## src/rtl/cosmac_bus_ctrl.sv

```systemverilog
// cosmac_bus_ctrl: COSMAC pin front end -- XCLK/CLEAR generation, pin synchronizers,
// MRD/MWR to single-cycle memory requests. Define COSMEM_WAIT_EN to stall the CPU on reads.
module cosmac_bus_ctrl #(
  parameter int XCLK_DIV   = 4,
  parameter int CLR_CYCLES = 16,
  parameter int ADDR_W     = 8
) (
  input  logic              clk,
  input  logic              reset,
  output logic              xclk,
  output logic              nclear,
  output logic              nwait,
  input  logic              tpa,
  input  logic              tpb,
  input  logic              nmrd,
  input  logic              nmwr,
  input  logic [7:0]        ma,
  input  logic [7:0]        db_in,
  output logic [7:0]        db_out,
  output logic              db_oe,
  output logic [ADDR_W-1:0] mem_addr,
  output logic              mem_rd,
  input  logic [7:0]        mem_rdata,
  input  logic              mem_rvalid,
  output logic              mem_we,
  output logic [7:0]        mem_wdata,
  output logic              bus_err
);
  localparam int DIV_W = $clog2(XCLK_DIV);
  localparam int CLR_W = $clog2(CLR_CYCLES + 1);

  typedef enum logic [2:0] {
    IDLE     = 3'd0,
    RD_REQ   = 3'd1,
    RD_WAIT  = 3'd2,
    RD_DRIVE = 3'd3,
    WR_CAPT  = 3'd4
  } state_t;

  // Strobe shift registers: [0],[1] synchronize, [2] is the edge-detect reference.
  logic [2:0] tpa_sr_q, nmrd_sr_q, nmwr_sr_q;
  logic [1:0] tpb_sr_q;
  logic [7:0] ma_s1_q, ma_s2_q, db_s1_q, db_s2_q;

  always_ff @(posedge clk or posedge reset) begin
    if (reset) begin
      tpa_sr_q  <= 3'b000;
      tpb_sr_q  <= 2'b00;
      nmrd_sr_q <= 3'b111;
      nmwr_sr_q <= 3'b111;
      ma_s1_q   <= 8'h00;
      ma_s2_q   <= 8'h00;
      db_s1_q   <= 8'h00;
      db_s2_q   <= 8'h00;
    end else begin
      tpa_sr_q  <= {tpa_sr_q[1:0], tpa};
      tpb_sr_q  <= {tpb_sr_q[0], tpb};
      nmrd_sr_q <= {nmrd_sr_q[1:0], nmrd};
      nmwr_sr_q <= {nmwr_sr_q[1:0], nmwr};
      ma_s1_q   <= ma;
      ma_s2_q   <= ma_s1_q;
      db_s1_q   <= db_in;
      db_s2_q   <= db_s1_q;
    end
  end

  logic nmrd_s, nmwr_s, tpa_fall, nmrd_fall, nmwr_fall;
  assign nmrd_s    = nmrd_sr_q[1];
  assign nmwr_s    = nmwr_sr_q[1];
  assign tpa_fall  = tpa_sr_q[2] & ~tpa_sr_q[1];
  assign nmrd_fall = nmrd_sr_q[2] & ~nmrd_sr_q[1];
  assign nmwr_fall = nmwr_sr_q[2] & ~nmwr_sr_q[1];

  state_t              state_q, state_d;
  logic [DIV_W-1:0]    div_q, div_d;
  logic [CLR_W-1:0]    clr_cnt_q, clr_cnt_d;
  logic                xclk_q, xclk_d, nclear_q, nclear_d, xclk_rise;
  logic [7:0]          addr_hi_q, addr_hi_d;
  logic [ADDR_W-1:0]   mem_addr_q, mem_addr_d;
  logic                mem_rd_q, mem_rd_d, mem_we_q, mem_we_d;
  logic [7:0]          mem_wdata_q, mem_wdata_d, db_out_q, db_out_d;
  logic                db_oe_q, db_oe_d, bus_err_q, bus_err_d;
`ifdef COSMEM_WAIT_EN
  logic                nwait_q, nwait_d;
`endif

  logic [15:0]       full_addr;
  logic [ADDR_W-1:0] eff_addr;
  assign full_addr = {addr_hi_q, ma_s2_q};
  assign eff_addr  = full_addr[ADDR_W-1:0];

  // TPB is synchronized for completeness but nothing in this block consumes it.
  logic unused_tpb;
  assign unused_tpb = tpb_sr_q[1];
  if (ADDR_W < 16) begin : g_unused_hi
    logic unused_addr_hi;
    assign unused_addr_hi = ^full_addr[15:ADDR_W];
  end

  always_comb begin
    div_d     = div_q + 1'b1;
    xclk_d    = xclk_q;
    xclk_rise = 1'b0;
    if (div_q == DIV_W'(XCLK_DIV - 1)) begin
      div_d     = '0;
      xclk_d    = ~xclk_q;
      xclk_rise = ~xclk_q;
    end
    clr_cnt_d = clr_cnt_q;
    if (xclk_rise && (clr_cnt_q != CLR_W'(CLR_CYCLES)))
      clr_cnt_d = clr_cnt_q + 1'b1;
    nclear_d  = nclear_q | (clr_cnt_q == CLR_W'(CLR_CYCLES));
    addr_hi_d = tpa_fall ? ma_s2_q : addr_hi_q;
    bus_err_d = bus_err_q | (~nmrd_s & ~nmwr_s);
  end

  always_comb begin
    state_d     = state_q;
    mem_rd_d    = 1'b0;
    mem_we_d    = 1'b0;
    mem_addr_d  = mem_addr_q;
    mem_wdata_d = mem_wdata_q;
    db_out_d    = db_out_q;
    db_oe_d     = db_oe_q;
`ifdef COSMEM_WAIT_EN
    nwait_d     = nwait_q;
`endif
    case (state_q)
      IDLE: begin
        if (nmrd_fall) begin
          state_d = RD_REQ;
`ifdef COSMEM_WAIT_EN
          nwait_d = 1'b0;
`endif
        end else if (nmwr_fall) begin
          state_d     = WR_CAPT;
          mem_wdata_d = db_s2_q;
          mem_addr_d  = eff_addr;
        end
      end
      RD_REQ: begin
        mem_rd_d   = 1'b1;
        mem_addr_d = eff_addr;
        state_d    = RD_WAIT;
      end
      RD_WAIT: begin
        // MRD released before data arrived: the read is dropped, never driven.
        if (nmrd_s) begin
          state_d = IDLE;
`ifdef COSMEM_WAIT_EN
          nwait_d = 1'b1;
`endif
        end else if (mem_rvalid) begin
          db_out_d = mem_rdata;
          db_oe_d  = 1'b1;
          state_d  = RD_DRIVE;
`ifdef COSMEM_WAIT_EN
          nwait_d  = 1'b1;
`endif
        end
      end
      RD_DRIVE: begin
        if (nmrd_s) begin
          db_oe_d = 1'b0;
          state_d = IDLE;
        end
      end
      WR_CAPT: begin
        if (nmrd_fall) begin
          state_d = RD_REQ;
`ifdef COSMEM_WAIT_EN
          nwait_d = 1'b0;
`endif
        end else if (!nmwr_s) begin
          mem_wdata_d = db_s2_q;
          mem_addr_d  = eff_addr;
        end else begin
          // A write overlapping an active read strobe is never committed.
          mem_we_d = nmrd_s;
          state_d  = IDLE;
        end
      end
      default: state_d = IDLE;
    endcase
  end

  always_ff @(posedge clk or posedge reset) begin
    if (reset) begin
      state_q     <= IDLE;
      div_q       <= '0;
      clr_cnt_q   <= '0;
      xclk_q      <= 1'b0;
      nclear_q    <= 1'b0;
      addr_hi_q   <= 8'h00;
      mem_addr_q  <= '0;
      mem_rd_q    <= 1'b0;
      mem_we_q    <= 1'b0;
      mem_wdata_q <= 8'h00;
      db_out_q    <= 8'h00;
      db_oe_q     <= 1'b0;
      bus_err_q   <= 1'b0;
`ifdef COSMEM_WAIT_EN
      nwait_q     <= 1'b1;
`endif
    end else begin
      state_q     <= state_d;
      div_q       <= div_d;
      clr_cnt_q   <= clr_cnt_d;
      xclk_q      <= xclk_d;
      nclear_q    <= nclear_d;
      addr_hi_q   <= addr_hi_d;
      mem_addr_q  <= mem_addr_d;
      mem_rd_q    <= mem_rd_d;
      mem_we_q    <= mem_we_d;
      mem_wdata_q <= mem_wdata_d;
      db_out_q    <= db_out_d;
      db_oe_q     <= db_oe_d;
      bus_err_q   <= bus_err_d;
`ifdef COSMEM_WAIT_EN
      nwait_q     <= nwait_d;
`endif
    end
  end

`ifdef COSMEM_WAIT_EN
  assign nwait = nwait_q;
`else
  assign nwait = 1'b1;
`endif
  assign xclk      = xclk_q;
  assign nclear    = nclear_q;
  assign db_out    = db_out_q;
  assign db_oe     = db_oe_q;
  assign mem_addr  = mem_addr_q;
  assign mem_rd    = mem_rd_q;
  assign mem_we    = mem_we_q;
  assign mem_wdata = mem_wdata_q;
  assign bus_err   = bus_err_q;
endmodule

```

## config.mk

```make
export PLATFORM = sky130hd
export DESIGN_NAME = cosmac_bus_ctrl
export DESIGN_NICKNAME = d
export VERILOG_FILES = /design/src/rtl/cosmac_bus_ctrl.sv
export SDC_FILE = /design/constraint.sdc
export NUM_CORES = 1
export LEC_CHECK = 0
export ABC_AREA = 1
export CAP_MARGIN = 10
export CORE_MARGIN = 3
export CORE_UTILIZATION = 53
export DETAILED_ROUTE_END_ITERATION = 7
export GPL_TIMING_DRIVEN = 1
export HOLD_SLACK_MARGIN = 0.08
export PLACE_DENSITY = 0.94
export SLEW_MARGIN = 20
export SYNTH_ARGS = -nofsm -noshare
export SYNTH_HDL_FRONTEND = slang
export SYNTH_SLANG_ARGS = --single-unit
```

## constraint.sdc

```tcl
create_clock -name clk -period 5.3 [get_ports clk]
set_input_delay 0.795 -clock clk [delete_from_list [all_inputs] [get_ports clk]]
set_output_delay 0.795 -clock clk [all_outputs]
set_load 0.01 [all_outputs]
```

==> results.json, run 1 <==
{
  "yosysUniqueCellTypes": 26,
  "relSlewSlack": 0.396,
  "ff2ff_setup_slack_ns": 3.53,
  "p_per_area_nw_per_um2": 491,
  "synth_top_family_by_area": "simple AND/OR/NAND/NOR gates",
  "post-route-util": 0.735,
  "cp_cell_sequence": "clkdlybuf4s50_1",
  "skew_ns": 0.00705,
  "synth_xor_area_frac": 0.0163,
  "synth.cell_area_um2": 2680,
  "cts_inserted_buffers": 9,
  "layout-drive-gt1-share": 0.113,
  "synthCells": 229,
  "yosys.area_share.simple": 0.185,
  "fin_crit_ns": 2.10,
  "ir_drop_mv": 0.348,
  "fin_setup_tns_ns": 0,
  "clk_transition_reported_paths_ns": 0.07,
  "worstMarginPinSlew_ns": 0.906,
  "routedWlPerCell_um": 13.5,
  "seq_area_frac_synth": 0.730,
  "muxShareOfSynthArea": 0,
  "port_buffers": 58,
  "core_area_um2": 4820,
  "cp_slowest_cell": "clkdlybuf4s50_1",
  "cap_violations": 0,
  "die_y_um": 77.2,
  "numClockSinks": 78,
  "hold_viol": 0,
  "ys_seq_elements": 78,
  "synth_compound_area_frac": 0.0266,
  "grt_max_degree": 79,
  "cp.arrival_ns": 1.30,
  "fin_crit_sh": 0.396,
  "cts_tree": "done",
  "vias_per_cell": 4.71,
  "cts_setup_buffers": 0,
  "postRouteAntennaNets": 0,
  "syn_area_per_cell_um2": 11.7,
  "worst_slack_ns": 3.20,
  "grt_usage": 0.187,
  "drt_wl_total_mm": 4.95,
  "slew_viol_final": 0,
  "antenna_found_initial": 0,
  "cts_buffer_depth": 2,
  "grt-ovfl-total": 0,
  "start_kind": "flip-flop",
  "clk_latency_ns": 0.35,
  "initial_core_util": 0.557,
  "firstDrtPassIters": 4,
  "leakage_nw": 1.68,
  "drc": 0,
  "rsz0062_at_grt": "no",
  "grt_pass1_wl_mm": 8.40,
  "total_power_w": 0.00174,
  "fp-row-count": 25,
  "worstPathMaxFanout": 3,
  "syn_nets": 263,
  "gp_congestion": 0.849,
  "hold_ws_ns": 0.350,
  "setup_viol": 0,
  "die_w_um": 77.2,
  "fin_nets": 330,
  "pin_count": 62,
  "place_worst_setup_slack_ns": 3.23,
  "num_vias": 1735,
  "crit_buf_inv": 1,
  "drt_iter0_markers": 154,
  "critPathTopFamily": "buffers and inverters",
  "die_area_um2": 5950,
  "worstSetupEndpointType": "output pin",
  "critical_path_required_ns": 4.51,
  "critPathMaxStageDelay_ns": 0.57,
  "htreeDepth": 3,
  "status": "completed",
  "hp-class": "flip-flop to flip-flop",
  "yosys_warnings": 0,
  "area_growth_pct": 31.9,
  "max_freq_mhz": 476,
  "cts_hold_repair.buffers": 0,
  "root_buffer": "clkbuf_8",
  "crit_type": "flip-flop to output pin",
  "antenna_cells": 0,
  "grt_pass1_vias": 1749,
  "dp_hpwl_mm": 3.25,
  "synthAdderAreaFrac": 0.0140,
  "ctsResizeCount": 0
}
[state kept, by name, indices dropped and copies added, names as in the netlist]
signal / cells
bus_err: 1
mem_rd: 1
clr_cnt_q: 5
ma_s1_q: 8
mem_wdata: 8
db_out: 8
state_q: 3
db_oe: 1
nmwr_sr_q: 3
mem_addr: 8
nclear: 1
db_s2_q: 8
nmrd_sr_q: 3
db_s1_q: 8
eff_addr: 8
xclk: 1
div_q: 2
mem_we: 1
[layer usage]
layer,routed length (µm),vias to the layer above,global-route usage
met3,257,7,0.0587
met1,2060,817,0.233
li1,-,864,-
met5,0,-,0
met2,2550,47,0.300
met4,80,0,0.0890
[final cells by class]
cell class	instances	area [µm²]
fill	330	1280
tap	67	83.8
timing repair buffer	59	588
clock buffer	11	141
inverter	15	57.6
clock inverter	5	58.8
multi-input combinational	133	652
sequential	78	1960
[placed cells by master, fill, tap and decap left out]
cell / instances
nand2_1: 73
dfrtp_1: 72
clkdlybuf4s50_1: 58
nand3_1: 26
inv_1: 10
clkbuf_8: 10
dfstp_2: 6
o21ai_0: 5
inv_2: 4
nor2_1: 4
xor2_1: 4
nand4_1: 3
ha_1: 3
nor2_4: 2
a21oi_1: 2
clkinv_2: 2
nand2_2: 2
clkinvlp_4: 2
nor2_2: 1
xnor2_1: 1
nor3_1: 1
o21bai_1: 1
o21ai_4: 1
nand2_4: 1
o21ai_1: 1
o31ai_1: 1
conb_1: 1
inv_6: 1
bufinv_16: 1
clkbuf_1: 1
buf_4: 1
[worst paths after layout]
path | start | to | cells after the start
min | db_s1_q[0]$_DFF_PP0_ | db_s2_q[0]$_DFF_PP0_ | 0
max | xclk$_DFFE_PP0N_ | xclk | 1
min reg2reg | db_s1_q[0]$_DFF_PP0_ | db_s2_q[0]$_DFF_PP0_ | 0
max reg2reg | state_q[1]$_DFFE_PP0P_ | mem_addr[5]$_DFFE_PP0P_ | 7
max in group asynchronous | reset | clr_cnt_q[2]$_DFFE_PP0P_ | 3
min in group asynchronous | reset | db_s2_q[1]$_DFF_PP0_ | 3
[logic make-up after synthesis]
kind of cell             count (synthesis)
adder cells (fa/ha/maj)                  3
AND/OR/NAND/NOR                        113
other                                    1
buffers and inverters                   18
AO/OA/AOI/OAI                           11
flip-flops                              78
XOR/XNOR                                 5
[power by group]
part / switching (W) / internal, W
combinational: 0.000260 / 0.000250
clock: 0.000209 / 0.000231
sequential: 0.0000736 / 0.000713
total: 0.000543 / 0.00119
[per-stage QoR]
stage | cell area [µm²] | cells
finish | 3540 | 368
global route | 3540 | 368
CTS | 3540 | 368
detailed placement | 3340 | 352
global placement | 3340 | 352
floorplan | 2680 | 229
[synthesized netlist by cell type, drive strengths merged]
cell type | n | area share
nand3 | 26 | 0.048
xor2 | 4 | 0.013
o21bai | 1 | 0.0028
dfrtp | 72 | 0.67
clkbuf | 1 | 0.0014
dfstp | 6 | 0.059
nand4 | 3 | 0.0070
inv | 15 | 0.021
conb | 1 | 0.0014
nor3 | 1 | 0.0019
a21oi | 2 | 0.0037
ha | 3 | 0.014
buf | 2 | 0.0047
nor2 | 7 | 0.016
nand2 | 76 | 0.11
o21ai | 7 | 0.017
xnor2 | 1 | 0.0033
o31ai | 1 | 0.0028
Note: power is estimated with default switching activity, not from simulation.
==> run 2: changes to the inputs <==
- CORE_UTILIZATION: 53 -> 49
- PLACE_DENSITY: 0.94 -> 0.88
- clock period: 5.3 -> 2.2 ns (I/O delays scaled with it)
==> results.json, run 2 (synthesis results as in run 1) <==
{
  "status": "completed",
  "grt_usage": 0.170,
  "leakage_nw": 1.70,
  "cts_tree": "done",
  "crit_type": "flip-flop to output pin",
  "routedWlPerCell_um": 12.6,
  "rsz0062_at_grt": "no",
  "antenna_found_initial": 0,
  "final_cell_mix": "nand2_1, dfrtp_1, clkdlybuf4s50_1",
  "clk_latency_ns": 0.34,
  "cap_violations": 0,
  "firstDrtPassIters": 4,
  "die_y_um": 80.0,
  "intPower_w": 0.00286,
  "p_clk_frac": 0.251,
  "cts_hold_repair.buffers": 0,
  "cp_cell_sequence": "clkdlybuf4s50_1",
  "cts_buffer_depth": 2,
  "die_area_um2": 6400,
  "clk_transition_reported_paths_ns": 0.08,
  "grt_pass1_wl_mm": 8.15,
  "ir_drop_mv": 0.724,
  "setup_viol": 0,
  "critPathTopFamily": "buffers and inverters",
  "total_power_w": 0.00416,
  "switching_share": 0.314,
  "p_comb_frac": 0.296,
  "numClockSinks": 78,
  "grt_pass1_vias": 1794,
  "drc": 0,
  "post-route-util": 0.687,
  "initial_core_util": 0.516,
  "core_area_um2": 5200,
  "worstPathMaxFanout": 3,
  "p_seq_frac": 0.453,
  "max_freq_mhz": 609,
  "area_growth_pct": 33.1,
  "final_common_cell": "nand2_1",
  "ctsResizeCount": 0,
  "critPathMaxStageDelay_ns": 0.56,
  "place_worst_setup_slack_ns": 0.711,
  "fin_crit_sh": 0.747,
  "layout-drive-gt1-share": 0.122,
  "p_switching_w": 0.00131,
  "stdcell_area_um2": 3570,
  "fin_nets": 332,
  "grt-ovfl-total": 0,
  "crit_buf_inv": 1,
  "grt_max_degree": 43,
  "port_buffers": 58,
  "placed_area_um2": 3370,
  "worstSetupEndpointType": "output pin",
  "cts_inserted_buffers": 9,
  "p_per_area_nw_per_um2": 1170,
  "fin_setup_tns_ns": 0,
  "slew_viol_final": 0,
  "hold_viol": 0,
  "gp_congestion": 0.724,
  "skew_ns": 0.00832,
  "num_vias": 1761,
  "critical_path_required_ns": 1.87,
  "drt_iter0_markers": 101,
  "cts_setup_buffers": 0,
  "postRouteAntennaNets": 0,
  "fin_crit_ns": 1.64,
  "antenna_cells": 0,
  "worst_slack_ns": 0.558,
  "vias_per_cell": 4.72,
  "htreeDepth": 3,
  "cp_slowest_cell": "clkdlybuf4s50_1",
  "drt_wl_total_mm": 4.69,
  "hp-class": "input pin to asynchronous set/reset pin",
  "root_buffer": "clkbuf_8",
  "dp_hpwl_mm": 3.30,
  "die_w_um": 80.0,
  "pin_count": 62,
  "fp-row-count": 26,
  "cp.arrival_ns": 1.31,
  "start_kind": "flip-flop",
  "fill_cells": 385
}
-- run 2: cell count changes in the layout (fill, tap and decap cells not counted), sizes merged --
cell	delta
clkinv	+4
buf	+2
clkbuf	-2
clkinvlp	-1
inv	-1
-- run 2: path summary, 6_finish.rpt --
path	from	cells past startpoint	end	slack, ns
setup / recovery	xclk$_DFFE_PP0N_	1	xclk	0.56
hold / removal	reset	2	clr_cnt_q[4]$_DFFE_PP0P_	0.26
setup reg to reg	nmwr_sr_q[1]$_DFF_PP1_	8	mem_addr[4]$_DFFE_PP0P_	0.71
hold reg to reg	ma_s1_q[1]$_DFF_PP0_	0	eff_addr[1]$_DFF_PP0_	0.35
max in group asynchronous	reset	3	nmwr_sr_q[0]$_DFF_PP1_	1.30
min in group clk	ma_s1_q[1]$_DFF_PP0_	0	eff_addr[1]$_DFF_PP0_	0.35
-- run 2: layout make-up --
type,count,area [µm²],area share
sequential,78,1960,0.548
multi-input combinational,133,652,0.182
timing repair buffer,61,616,0.172
clock buffer,9,124,0.0347
tap,70,87.6,0.0245
clock inverter,7,75.1,0.0210
inverter,15,60.1,0.0168
-- run 2: layer usage --
metal,part of all wire,track usage,up-vias
met2,0.51,0.277,52
li1,-,-,861
met3,0.066,0.0598,8
met4,0.021,0.0845,0
met5,0,0,-
met1,0.40,0.198,840
-- run 2: power groups by stage --
stage	Clock [W]	Sequential, W	Combinational, W
after CTS	0.00107	0.00189	0.00125
after global placement	0	0.00190	0.00120
after global routing	0.00113	0.00193	0.00138
final	0.00105	0.00189	0.00123
after detailed placement	0	0.00191	0.00124
after floorplan	0	0.00200	0.000515
-- run 2: stage by stage --
| step | hold slack (ns) | instances |
|---|---|---|
| 2_1_floorplan | 0.331 | 229 |
| 3_3_place_gp | 0.332 | 357 |
| 3_5_place_dp | 0.335 | 357 |
| 4_1_cts | 0.262 | 373 |
| 5_1_grt | 0.263 | 373 |
| 6_report | 0.262 | 373 |
==> run 3: changes to the inputs <==
- clock period: 2.2 -> 1.55 ns (I/O delays scaled with it)
==> results.json, run 3 (synthesis results as in run 1) <==
{
  "cp.arrival_ns": 1.25,
  "use_met3": 0.0688,
  "dp_hpwl_mm": 3.51,
  "fill_cells": 392,
  "regArea_um2": 1960,
  "rsz0062_at_grt": "no",
  "fin_setup_tns_ns": 0,
  "p_per_area_nw_per_um2": 1640,
  "cts_tree": "done",
  "die_y_um": 80.0,
  "clk_latency_ns": 0.34,
  "use_met2": 0.283,
  "crit_buf_inv": 1,
  "die_area_um2": 6400,
  "antenna_found_initial": 0,
  "grt_usage": 0.176,
  "place_worst_setup_slack_ns": 0.0770,
  "cts_buffer_depth": 2,
  "fin_crit_ns": 1.48,
  "busiest_layer": "met2",
  "htreeDepth": 3,
  "skew_ns": 0.00550,
  "root_buffer": "clkbuf_8",
  "routedWlPerCell_um": 13.0,
  "critPathMaxStageDelay_ns": 0.55,
  "pin_count": 62,
  "hold_viol": 0,
  "layout-drive-gt1-share": 0.134,
  "max_freq_mhz": 674,
  "postRouteAntennaNets": 0,
  "slew_viol_final": 0,
  "met1_usage": 0.213,
  "final_cell_mix": "dfrtp_1, nand2_1, clkdlybuf4s50_1",
  "num_vias": 1758,
  "area_growth_pct": 34.7,
  "grt-ovfl-total": 0,
  "core_area_um2": 5200,
  "final_common_cell": "dfrtp_1",
  "drt_iter0_markers": 105,
  "critPathTopFamily": "buffers and inverters",
  "grt_pass1_wl_mm": 8.29,
  "status": "completed",
  "cts_inserted_buffers": 9,
  "vias_per_cell": 4.69,
  "fp-row-count": 26,
  "antenna_cells": 0,
  "worst_slack_ns": 0.0669,
  "port_buffers": 58,
  "hp-class": "input pin to asynchronous set/reset pin",
  "setup_viol": 0,
  "gp_congestion": 0.725,
  "ir_drop_mv": 0.866,
  "cp_slowest_cell": "clkdlybuf4s50_1",
  "worstPathMaxFanout": 2,
  "clk_transition_reported_paths_ns": 0.08,
  "numClockSinks": 78,
  "multi_input_area_um2": 662,
  "drc": 0,
  "fin_nets": 335,
  "fin_crit_sh": 0.957,
  "drt_wl_total_mm": 4.88,
  "crit_type": "flip-flop to output pin",
  "grt_max_degree": 33,
  "critical_path_required_ns": 1.32,
  "leakage_nw": 1.77,
  "initial_core_util": 0.516,
  "firstDrtPassIters": 4,
  "cap_violations": 0,
  "worstSetupEndpointType": "output pin",
  "die_w_um": 80.0,
  "start_kind": "flip-flop",
  "cp_cell_sequence": "clkdlybuf4s50_1",
  "grt_pass1_vias": 1799
}
==> run 3: through the flow <==
stage / cells / hold WS [ns] / power (W) / instance area [µm²] / util
after floorplan: 229 / 0.237 / 0.00357 / 2690 / -
after detailed placement: 360 / 0.335 / 0.00452 / 3410 / 0.655
after CTS: 375 / 0.181 / 0.00597 / 3600 / 0.691
final: 375 / 0.184 / 0.00592 / 3620 / 0.695
after global placement: 360 / 0.332 / 0.00442 / 3410 / 0.655
after global routing: 375 / 0.189 / 0.00631 / 3620 / 0.695
==> run 3: layer usage <==
layer  wire length [µm]  up-vias
met5                  0        -
met4                 61        0
met3                285        7
met2               2530       48
met1               2010      835
li1                   -      868
==> run 3: path summary, 6_finish.rpt <==
check                                  startpoint  depth (start not counted)                  endpoint  slack (ns)
setup / recovery            db_out[7]$_DFFE_PP0P_                          1                 db_out[7]        0.07
hold / removal                              reset                          2          nclear$_DFF_PP0_        0.18
setup reg to reg           state_q[1]$_DFFE_PP0P_                          6  mem_wdata[1]$_DFFE_PP0P_        0.14
hold reg to reg              ma_s1_q[5]$_DFF_PP0_                          0     eff_addr[5]$_DFF_PP0_        0.35
max in group asynchronous                   reset                          3    nmwr_sr_q[2]$_DFF_PP1_        0.87
min in group clk                             nmwr                          1    nmwr_sr_q[0]$_DFF_PP1_        0.29
==> run 3: cell type report <==
cell class | count | area share
tap | 70 | 0.0242
multi-input combinational | 133 | 0.183
inverter | 15 | 0.0166
sequential | 78 | 0.542
timing repair buffer | 64 | 0.183
clock inverter | 6 | 0.0173
clock buffer | 9 | 0.0343
==> run 3: report_power, final <==
| group | internal, W | switching, W |
|---|---|---|
| Combinational | 0.000881 | 0.000914 |
| Clock | 0.000734 | 0.000710 |
| Sequential | 0.00244 | 0.000243 |
==> run 3: what timing repair did <==
action / in CTS / in global routing
setup buffers: 0 / 0
hold buffers: 0 / 0
gates resized for setup: 0 / 7
endpoints found under the setup margin: 0 / 12
